File: config.mk
export PLATFORM = sky130hd
export DESIGN_NAME = mem_port_arbiter
export DESIGN_NICKNAME = d
export VERILOG_FILES = /design/src/rtl/mem_arb_pkg.sv /design/src/rtl/mem_arb_wait_ctr.sv /design/src/rtl/mem_port_arbiter.sv
export SDC_FILE = /design/constraint.sdc
export NUM_CORES = 1
export LEC_CHECK = 0
export BUFFER_PORTS_ARGS = -buffer_cell sky130_fd_sc_hd__buf_4
export CORE_MARGIN = 2
export CORE_UTILIZATION = 40
export CTS_CLUSTER_DIAMETER = 40
export DETAILED_ROUTE_END_ITERATION = 16
export GPL_TIMING_DRIVEN = 1
export MAX_ROUTING_LAYER = met4
export PLACE_DENSITY = 0.78
export SLEW_MARGIN = 20
export SYNTH_ARGS = -nofsm -noshare
export SYNTH_HDL_FRONTEND = slang
export SYNTH_HIERARCHICAL = 1
export SYNTH_SLANG_ARGS = --single-unit
File: constraint.sdc
create_clock -name clk -period 4.3 [get_ports clk]
set_input_delay 0.645 -clock clk [delete_from_list [all_inputs] [get_ports clk]]
set_output_delay 0.645 -clock clk [all_outputs]
set_load 0.03 [all_outputs]
File: src/rtl/mem_arb_pkg.sv
// rtl/mem_arb_pkg.sv - shared encodings and states for the cpu/DMA RAM port arbiter
package mem_arb_pkg;

  localparam logic [1:0] MNONE  = 2'b00;
  localparam logic [1:0] MREAD  = 2'b01;
  localparam logic [1:0] MWRITE = 2'b10;

  localparam int DEF_MAX_WAIT = 8;

  typedef enum logic [1:0] {
    IDLE = 2'b00,
    DACC = 2'b01,
    DRD  = 2'b10
  } arb_state_t;

  // Encoding 11 is illegal and treated exactly like no command.
  function automatic logic cmd_busy(input logic [1:0] cmd);
    return (cmd == MREAD) || (cmd == MWRITE);
  endfunction

endpackage

File: src/rtl/mem_arb_wait_ctr.sv
// rtl/mem_arb_wait_ctr.sv - saturating up-counter with clear priority over increment
module mem_arb_wait_ctr #(
  parameter int          W   = 4,
  parameter int unsigned MAX = 8
) (
  input  logic         clk,
  input  logic         reset,
  input  logic         inc,
  input  logic         clr,
  output logic [W-1:0] count,
  output logic         at_max
);

  localparam logic [W-1:0] MAXV = W'(MAX);

  assign at_max = (count == MAXV);

  always_ff @(posedge clk or negedge reset) begin
    if (!reset) begin
      count <= '0;
    end else if (clr) begin
      count <= '0;
    end else if (inc && !at_max) begin
      count <= count + W'(1);
    end
  end

endmodule

File: src/rtl/mem_port_arbiter.sv
// rtl/mem_port_arbiter.sv - cpu-priority RAM port arbiter with forced DMA grant after MAX_WAIT
// Optional grant statistics outputs are enabled by defining MEM_ARB_STATS_EN.
module mem_port_arbiter
  import mem_arb_pkg::*;
#(
  parameter int AW       = 9,
  parameter int DW       = 16,
  parameter int MAX_WAIT = DEF_MAX_WAIT
) (
  input  logic          clk,
  input  logic          reset,
  input  logic [1:0]    cpu_mem_cmd,
  input  logic [AW-1:0] cpu_mem_addr,
  input  logic [DW-1:0] cpu_wdata,
  output logic [DW-1:0] cpu_rdata,
  output logic          cpu_hold,
  input  logic          dma_req,
  input  logic          dma_we,
  input  logic [AW-1:0] dma_addr,
  input  logic [DW-1:0] dma_wdata,
  output logic          dma_gnt,
  output logic          dma_rvalid,
  output logic [DW-1:0] dma_rdata,
  output logic [AW-1:0] ram_addr,
  output logic          ram_we,
  output logic [DW-1:0] ram_wdata,
  input  logic [DW-1:0] ram_rdata
`ifdef MEM_ARB_STATS_EN
  ,
  output logic [15:0]   stat_grants,
  output logic [15:0]   stat_forced
`endif
);

  localparam int WW = $clog2(MAX_WAIT + 1);

  arb_state_t    state, state_nx;
  logic          cpu_busy;
  logic          go;
  logic          force_grant;
  logic [WW-1:0] wait_cnt;
  logic          wait_max;
  logic          wait_inc;
  logic          wait_clr;
  logic          cap_we;
  logic [AW-1:0] cap_addr;
  logic [DW-1:0] cap_wdata;
  logic [DW-1:0] rdata_hold;
  logic          in_dacc;
  logic          in_drd;

  assign cpu_busy = cmd_busy(cpu_mem_cmd);
  assign in_dacc  = (state == DACC);
  assign in_drd   = (state == DRD);

  // Nonzero guard keeps a degenerate MAX_WAIT=0 from forcing on every cycle.
  assign force_grant = wait_max && (wait_cnt != '0);
  assign go          = (state == IDLE) && dma_req && (!cpu_busy || force_grant);

  assign wait_inc = (state == IDLE) && dma_req && cpu_busy && !go;
  assign wait_clr = go || !dma_req;

  mem_arb_wait_ctr #(
    .W   (WW),
    .MAX (MAX_WAIT)
  ) u_wait_ctr (
    .clk    (clk),
    .reset  (reset),
    .inc    (wait_inc),
    .clr    (wait_clr),
    .count  (wait_cnt),
    .at_max (wait_max)
  );

  always_comb begin
    state_nx = state;
    case (state)
      IDLE:    if (go) state_nx = DACC;
      DACC:    state_nx = cap_we ? IDLE : DRD;
      DRD:     state_nx = IDLE;
      default: state_nx = IDLE;
    endcase
  end

  always_ff @(posedge clk or negedge reset) begin
    if (!reset) begin
      state <= IDLE;
    end else begin
      state <= state_nx;
    end
  end

  always_ff @(posedge clk or negedge reset) begin
    if (!reset) begin
      cap_we    <= 1'b0;
      cap_addr  <= '0;
      cap_wdata <= '0;
    end else if (go) begin
      cap_we    <= dma_we;
      cap_addr  <= dma_addr;
      cap_wdata <= dma_wdata;
    end
  end

  // RAM data arrives in DRD; it is forwarded that cycle and held afterwards.
  always_ff @(posedge clk or negedge reset) begin
    if (!reset) begin
      rdata_hold <= '0;
    end else if (in_drd) begin
      rdata_hold <= ram_rdata;
    end
  end

  assign cpu_hold   = in_dacc;
  assign dma_gnt    = in_dacc;
  assign dma_rvalid = in_drd;
  assign dma_rdata  = in_drd ? ram_rdata : rdata_hold;
  assign cpu_rdata  = ram_rdata;

  assign ram_addr  = in_dacc ? cap_addr  : cpu_mem_addr;
  assign ram_wdata = in_dacc ? cap_wdata : cpu_wdata;
  assign ram_we    = in_dacc ? cap_we    : (cpu_mem_cmd == MWRITE);

`ifdef MEM_ARB_STATS_EN
  logic grants_full;
  logic forced_full;

  mem_arb_wait_ctr #(
    .W   (16),
    .MAX (16'hFFFF)
  ) u_stat_grants (
    .clk    (clk),
    .reset  (reset),
    .inc    (go),
    .clr    (1'b0),
    .count  (stat_grants),
    .at_max (grants_full)
  );

  mem_arb_wait_ctr #(
    .W   (16),
    .MAX (16'hFFFF)
  ) u_stat_forced (
    .clk    (clk),
    .reset  (reset),
    .inc    (go && cpu_busy),
    .clr    (1'b0),
    .count  (stat_forced),
    .at_max (forced_full)
  );
`endif

endmodule

==> impl_results.html <==
<table>
<tr><th>Metric</th><th>Value</th></tr>
<tr><th colspan="2">Synth</th></tr>
<tr><td>Cell area after synthesis</td><td>0.00237 mm2</td></tr>
<tr><td>Post-synth top flop</td><td>sky130_fd_sc_hd__dfrtp_1</td></tr>
<tr><td>Ys Warns</td><td>6</td></tr>
<tr><td>Synth Net Count</td><td>248</td></tr>
<tr><td>Async S/R FF share, synth</td><td>1.00</td></tr>
<tr><td>Proportion of synthesized chip area in sequential cells</td><td>0.506</td></tr>
<tr><td>Cell count after synthesis</td><td>173</td></tr>
<tr><td>Number of library cell types mapped by synthesis</td><td>23</td></tr>
<tr><td>Synthesized area per cell</td><td>13.7 um2</td></tr>
<tr><td>Count of flip-flops with a built-in enable after synthesis</td><td>0</td></tr>
<tr><td>Flops &amp; latches, synth</td><td>48</td></tr>
<tr><th colspan="2">Layout</th></tr>
<tr><td>Number of fill cells</td><td>497</td></tr>
<tr><td>Fraction of final layout cells sized beyond drive strength 1</td><td>0.737</td></tr>
<tr><td>Relative area change from synthesis to final layout</td><td>43.4%</td></tr>
<tr><td>Net count, final</td><td>365</td></tr>
<tr><td>Final core utilization</td><td>0.585</td></tr>
<tr><td>Number of antenna diodes</td><td>0</td></tr>
<tr><th colspan="2">Clock tree</th></tr>
<tr><td>Post-CTS setup buffer count</td><td>0</td></tr>
<tr><td>Root Buffer Master</td><td>sky130_fd_sc_hd__clkbuf_8</td></tr>
<tr><td>CTS tree</td><td>built</td></tr>
<tr><td>Clk slew on worst S/H paths</td><td>0.08 ns</td></tr>
<tr><td>Total CTS buffers</td><td>5</td></tr>
<tr><td>Hold-fix buffers, CTS</td><td>0</td></tr>
<tr><td>Quantity of gates resized following cts</td><td>0</td></tr>
<tr><td>Max Root-Sink Buffers</td><td>2</td></tr>
<tr><td>Clock insertion delay at the later pin of the skew report</td><td>0.29 ns</td></tr>
<tr><td>Number of levels the H-tree was split into</td><td>2</td></tr>
<tr><td>Count of clock tree sinks</td><td>48</td></tr>
<tr><th colspan="2">Pwr</th></tr>
<tr><td>Overall power after layout</td><td>1.80 mW</td></tr>
<tr><td>Power Dens Cells</td><td>528 mW/mm2</td></tr>
<tr><td>Maximum vdd ir drop</td><td>0.000287 V</td></tr>
<tr><td>Pleak</td><td>1.66 nW</td></tr>
<tr><th colspan="2">STA</th></tr>
<tr><td>Share of the clock period used by the worst path after layout</td><td>0.649</td></tr>
<tr><td>Setup TNS</td><td>0 ns</td></tr>
<tr><td>Setup repair after global routing missed its margin</td><td>false</td></tr>
<tr><td>Crit path time final</td><td>2.79 ns</td></tr>
<tr><td>Final setup margin</td><td>1.51 ns</td></tr>
<tr><td>Final-report hold violation count</td><td>0</td></tr>
<tr><td>Number of slew-limit violations in the final report</td><td>0</td></tr>
<tr><td>Worst slew margin relative to its limit</td><td>0.392</td></tr>
<tr><td>Transition at the pin with the smallest max-transition slack</td><td>0.912 ns</td></tr>
<tr><td>Maximum achievable frequency</td><td>358 MHz</td></tr>
<tr><td>Final setup viols</td><td>0</td></tr>
<tr><td>Setup skew after layout</td><td>0.00337 ns</td></tr>
<tr><th colspan="2">Die</th></tr>
<tr><td>FP Rows</td><td>28</td></tr>
<tr><td>Chip Height</td><td>81.0 um</td></tr>
<tr><td>Die X</td><td>81.0 um</td></tr>
<tr><td>Die Outline Area</td><td>0.00656 mm2</td></tr>
<tr><td>IO Count</td><td>133</td></tr>
<tr><td>Area of the core</td><td>0.00582 mm2</td></tr>
<tr><td>Initial core utilization</td><td>0.408</td></tr>
<tr><th colspan="2">Global routing</th></tr>
<tr><td>Number of antenna violations at the first check in global routing</td><td>0</td></tr>
<tr><td>GRT Overall Usage</td><td>0.150</td></tr>
<tr><td>Number of global-route vias before repair</td><td>1637</td></tr>
<tr><td>Global route overflow</td><td>0</td></tr>
<tr><td>Pin count of the biggest net entering global routing</td><td>49</td></tr>
<tr><td>Wire length of the first global-routing pass</td><td>7330 um</td></tr>
<tr><th colspan="2">Critical path</th></tr>
<tr><td>CP most frequent cell</td><td>sky130_fd_sc_hd__buf_4</td></tr>
<tr><td>Crit path cell chain</td><td>nor2b_2 &gt; buf_4 &gt; mux2_2 &gt; buf_4</td></tr>
<tr><td>Buf+Inv Stages, Crit Path</td><td>2</td></tr>
<tr><td>Largest delay contributor family on the critical path</td><td>simple AND/OR/NAND/NOR gates</td></tr>
<tr><td>Largest fanout on the critical path</td><td>15</td></tr>
<tr><td>Max incr delay on CP</td><td>0.61 ns</td></tr>
<tr><td>WP data required</td><td>3.65 ns</td></tr>
<tr><td>Critical Path End Type</td><td>primary output</td></tr>
<tr><td>Arrival @ worst endpoint</td><td>2.14 ns</td></tr>
<tr><td>Kind of start point of the critical path</td><td>register</td></tr>
<tr><td>Crit Path Class</td><td>reg -&gt; out</td></tr>
<tr><td>Highest-delay cell along the critical path</td><td>sky130_fd_sc_hd__nor2b_2</td></tr>
<tr><th colspan="2">Placement</th></tr>
<tr><td>Post-detailed-placement half-perimeter wirelength</td><td>3830 um</td></tr>
<tr><td>Weighted congestion at the end of routability-driven global placement</td><td>0.638</td></tr>
<tr><td>Worst-case setup slack after placement</td><td>1.67 ns</td></tr>
<tr><td>Count of input and output buffers</td><td>132</td></tr>
<tr><th colspan="2">Routing</th></tr>
<tr><td>Drt initial violations</td><td>23</td></tr>
<tr><td>Total number of vias</td><td>1707</td></tr>
<tr><td>Routed WL</td><td>4850 um</td></tr>
<tr><td>Drt wl/cell</td><td>13.3 um</td></tr>
<tr><td>First-pass DRT Iterations</td><td>4</td></tr>
<tr><td>Vias per cell</td><td>4.69</td></tr>
<tr><td>DRT antenna net count</td><td>0</td></tr>
<tr><td>DRC</td><td>0</td></tr>
<tr><th colspan="2">Run</th></tr>
<tr><td>Max_cap viols</td><td>0</td></tr>
<tr><th colspan="2">Hold path</th></tr>
<tr><td>Class of the tightest hold or removal check</td><td>in -&gt; async</td></tr>
<tr><th colspan="2">Run status</th></tr>
<tr><td>Result of the run</td><td>completed</td></tr>
</table>
-- registers in the layout, indices dropped and copies added (netlist names) --
register / count
cap_addr: 9
u_wait_ctr/count: 4
cap_wdata: 16
state: 2
rdata_hold: 16
cap_we: 1
-- power breakdown --
part           internal, mW  switching [mW]  leakage, nW
Combinational         0.375           0.423         1.02
Clock                 0.167           0.134       0.0501
Sequential            0.628          0.0692        0.583
-- cell type report --
| class | instances | area [um2] | area share |
|---|---|---|---|
| flip-flops and latches | 48 | 1200 | 0.353 |
| repair buffers | 134 | 1010 | 0.296 |
| multi-input cells | 97 | 987 | 0.290 |
| well taps | 75 | 93.8 | 0.0276 |
| clock buffers | 5 | 68.8 | 0.0202 |
| clock inverters | 1 | 30.0 | 0.00883 |
| inverters | 4 | 15.0 | 0.00441 |
-- worst paths after layout --
check	from	endpoint	slack [ns]	cells past startpoint
max in group asynchronous	reset	rdata_hold[11]	3.53	1
worst min-delay path	reset	cap_wdata[11]	0.35	1
worst max register to register	u_wait_ctr/count[1]	u_wait_ctr/count[1]	1.84	5
min in group clk	cap_we	state[1]	0.46	1
worst max-delay path	state[0]	ram_wdata[12]	1.51	4
worst min register to register	cap_we	state[1]	0.46	1
-- cell usage after synthesis (2+ instances only) --
cell                        n  area (um2)
sky130_fd_sc_hd__mux2_2    68         766
sky130_fd_sc_hd__dfrtp_1   48        1200
sky130_fd_sc_hd__buf_4     17         128
sky130_fd_sc_hd__nand2_1    5        18.8
sky130_fd_sc_hd__nor2_1     5        18.8
sky130_fd_sc_hd__inv_1      4        15.0
sky130_fd_sc_hd__buf_1      3        11.3
sky130_fd_sc_hd__ha_1       3        37.5
sky130_fd_sc_hd__nor2b_1    3        18.8
sky130_fd_sc_hd__buf_2      2        10.0
sky130_fd_sc_hd__buf_6      2        22.5
sky130_fd_sc_hd__nand2b_1   2        12.5
-- cell families after synthesis --
group / count (synthesis) / share of synthesized area
AOI/OAI and AO/OA: 4 / 0.0195
buffers and inverters: 28 / 0.0786
muxes: 70 / 0.333
adders and majority gates: 3 / 0.0158
and+or+nand+nor: 19 / 0.0427
xor gates and xnor gates: 1 / 0.00369
DFF: 48 / 0.506
-- routing by layer --
metal,part of all wire,track usage,vias up
li1,-,-,810
met1,0.41,0.178,812
met2,0.50,0.257,81
met3,0.085,0.0367,4
met4,0.0056,0.0356,0
met5,0,-,-
-- worst register-to-register path: stages, from the launching register on --
cell and delay [ns]:
sky130_fd_sc_hd__dfrtp_1 0.43, sky130_fd_sc_hd__or4_4 0.57, sky130_fd_sc_hd__o2111ai_4 0.75, sky130_fd_sc_hd__nand2_1 0.30
sky130_fd_sc_hd__nand2b_1 0.22, sky130_fd_sc_hd__mux2i_1 0.12
-- layout by cell type, fill, tap and decap left out --
cell	instances
sky130_fd_sc_hd__or3b_1	1
sky130_fd_sc_hd__nand4_1	1
sky130_fd_sc_hd__mux2i_1	1
sky130_fd_sc_hd__o21a_1	1
sky130_fd_sc_hd__buf_4	134
sky130_fd_sc_hd__nor2_1	5
sky130_fd_sc_hd__nand2b_1	2
sky130_fd_sc_hd__or2_2	1
sky130_fd_sc_hd__mux2_2	68
sky130_fd_sc_hd__ha_1	3
sky130_fd_sc_hd__or4_4	1
sky130_fd_sc_hd__nor2b_2	1
sky130_fd_sc_hd__dfrtp_1	48
sky130_fd_sc_hd__nand2_1	5
sky130_fd_sc_hd__bufinv_16	1
sky130_fd_sc_hd__inv_1	4
sky130_fd_sc_hd__mux2_4	1
sky130_fd_sc_hd__clkbuf_8	5
sky130_fd_sc_hd__xor2_1	1
sky130_fd_sc_hd__a21oi_1	1
sky130_fd_sc_hd__a211oi_1	1
sky130_fd_sc_hd__nor2b_1	2
sky130_fd_sc_hd__o2111ai_4	1
-- per-stage QoR --
| step | hold WS, ns | instances | instance area, um2 |
|---|---|---|---|
| finish | 0.354 | 364 | 3400 |
| global route | 0.391 | 364 | 3400 |
| CTS | 0.374 | 364 | 3400 |
| detailed placement | 0.448 | 358 | 3300 |
| global placement | 0.448 | 358 | 3300 |
| floorplan | 0.349 | 173 | 2370 |
Power figures use the tool's default switching activity.
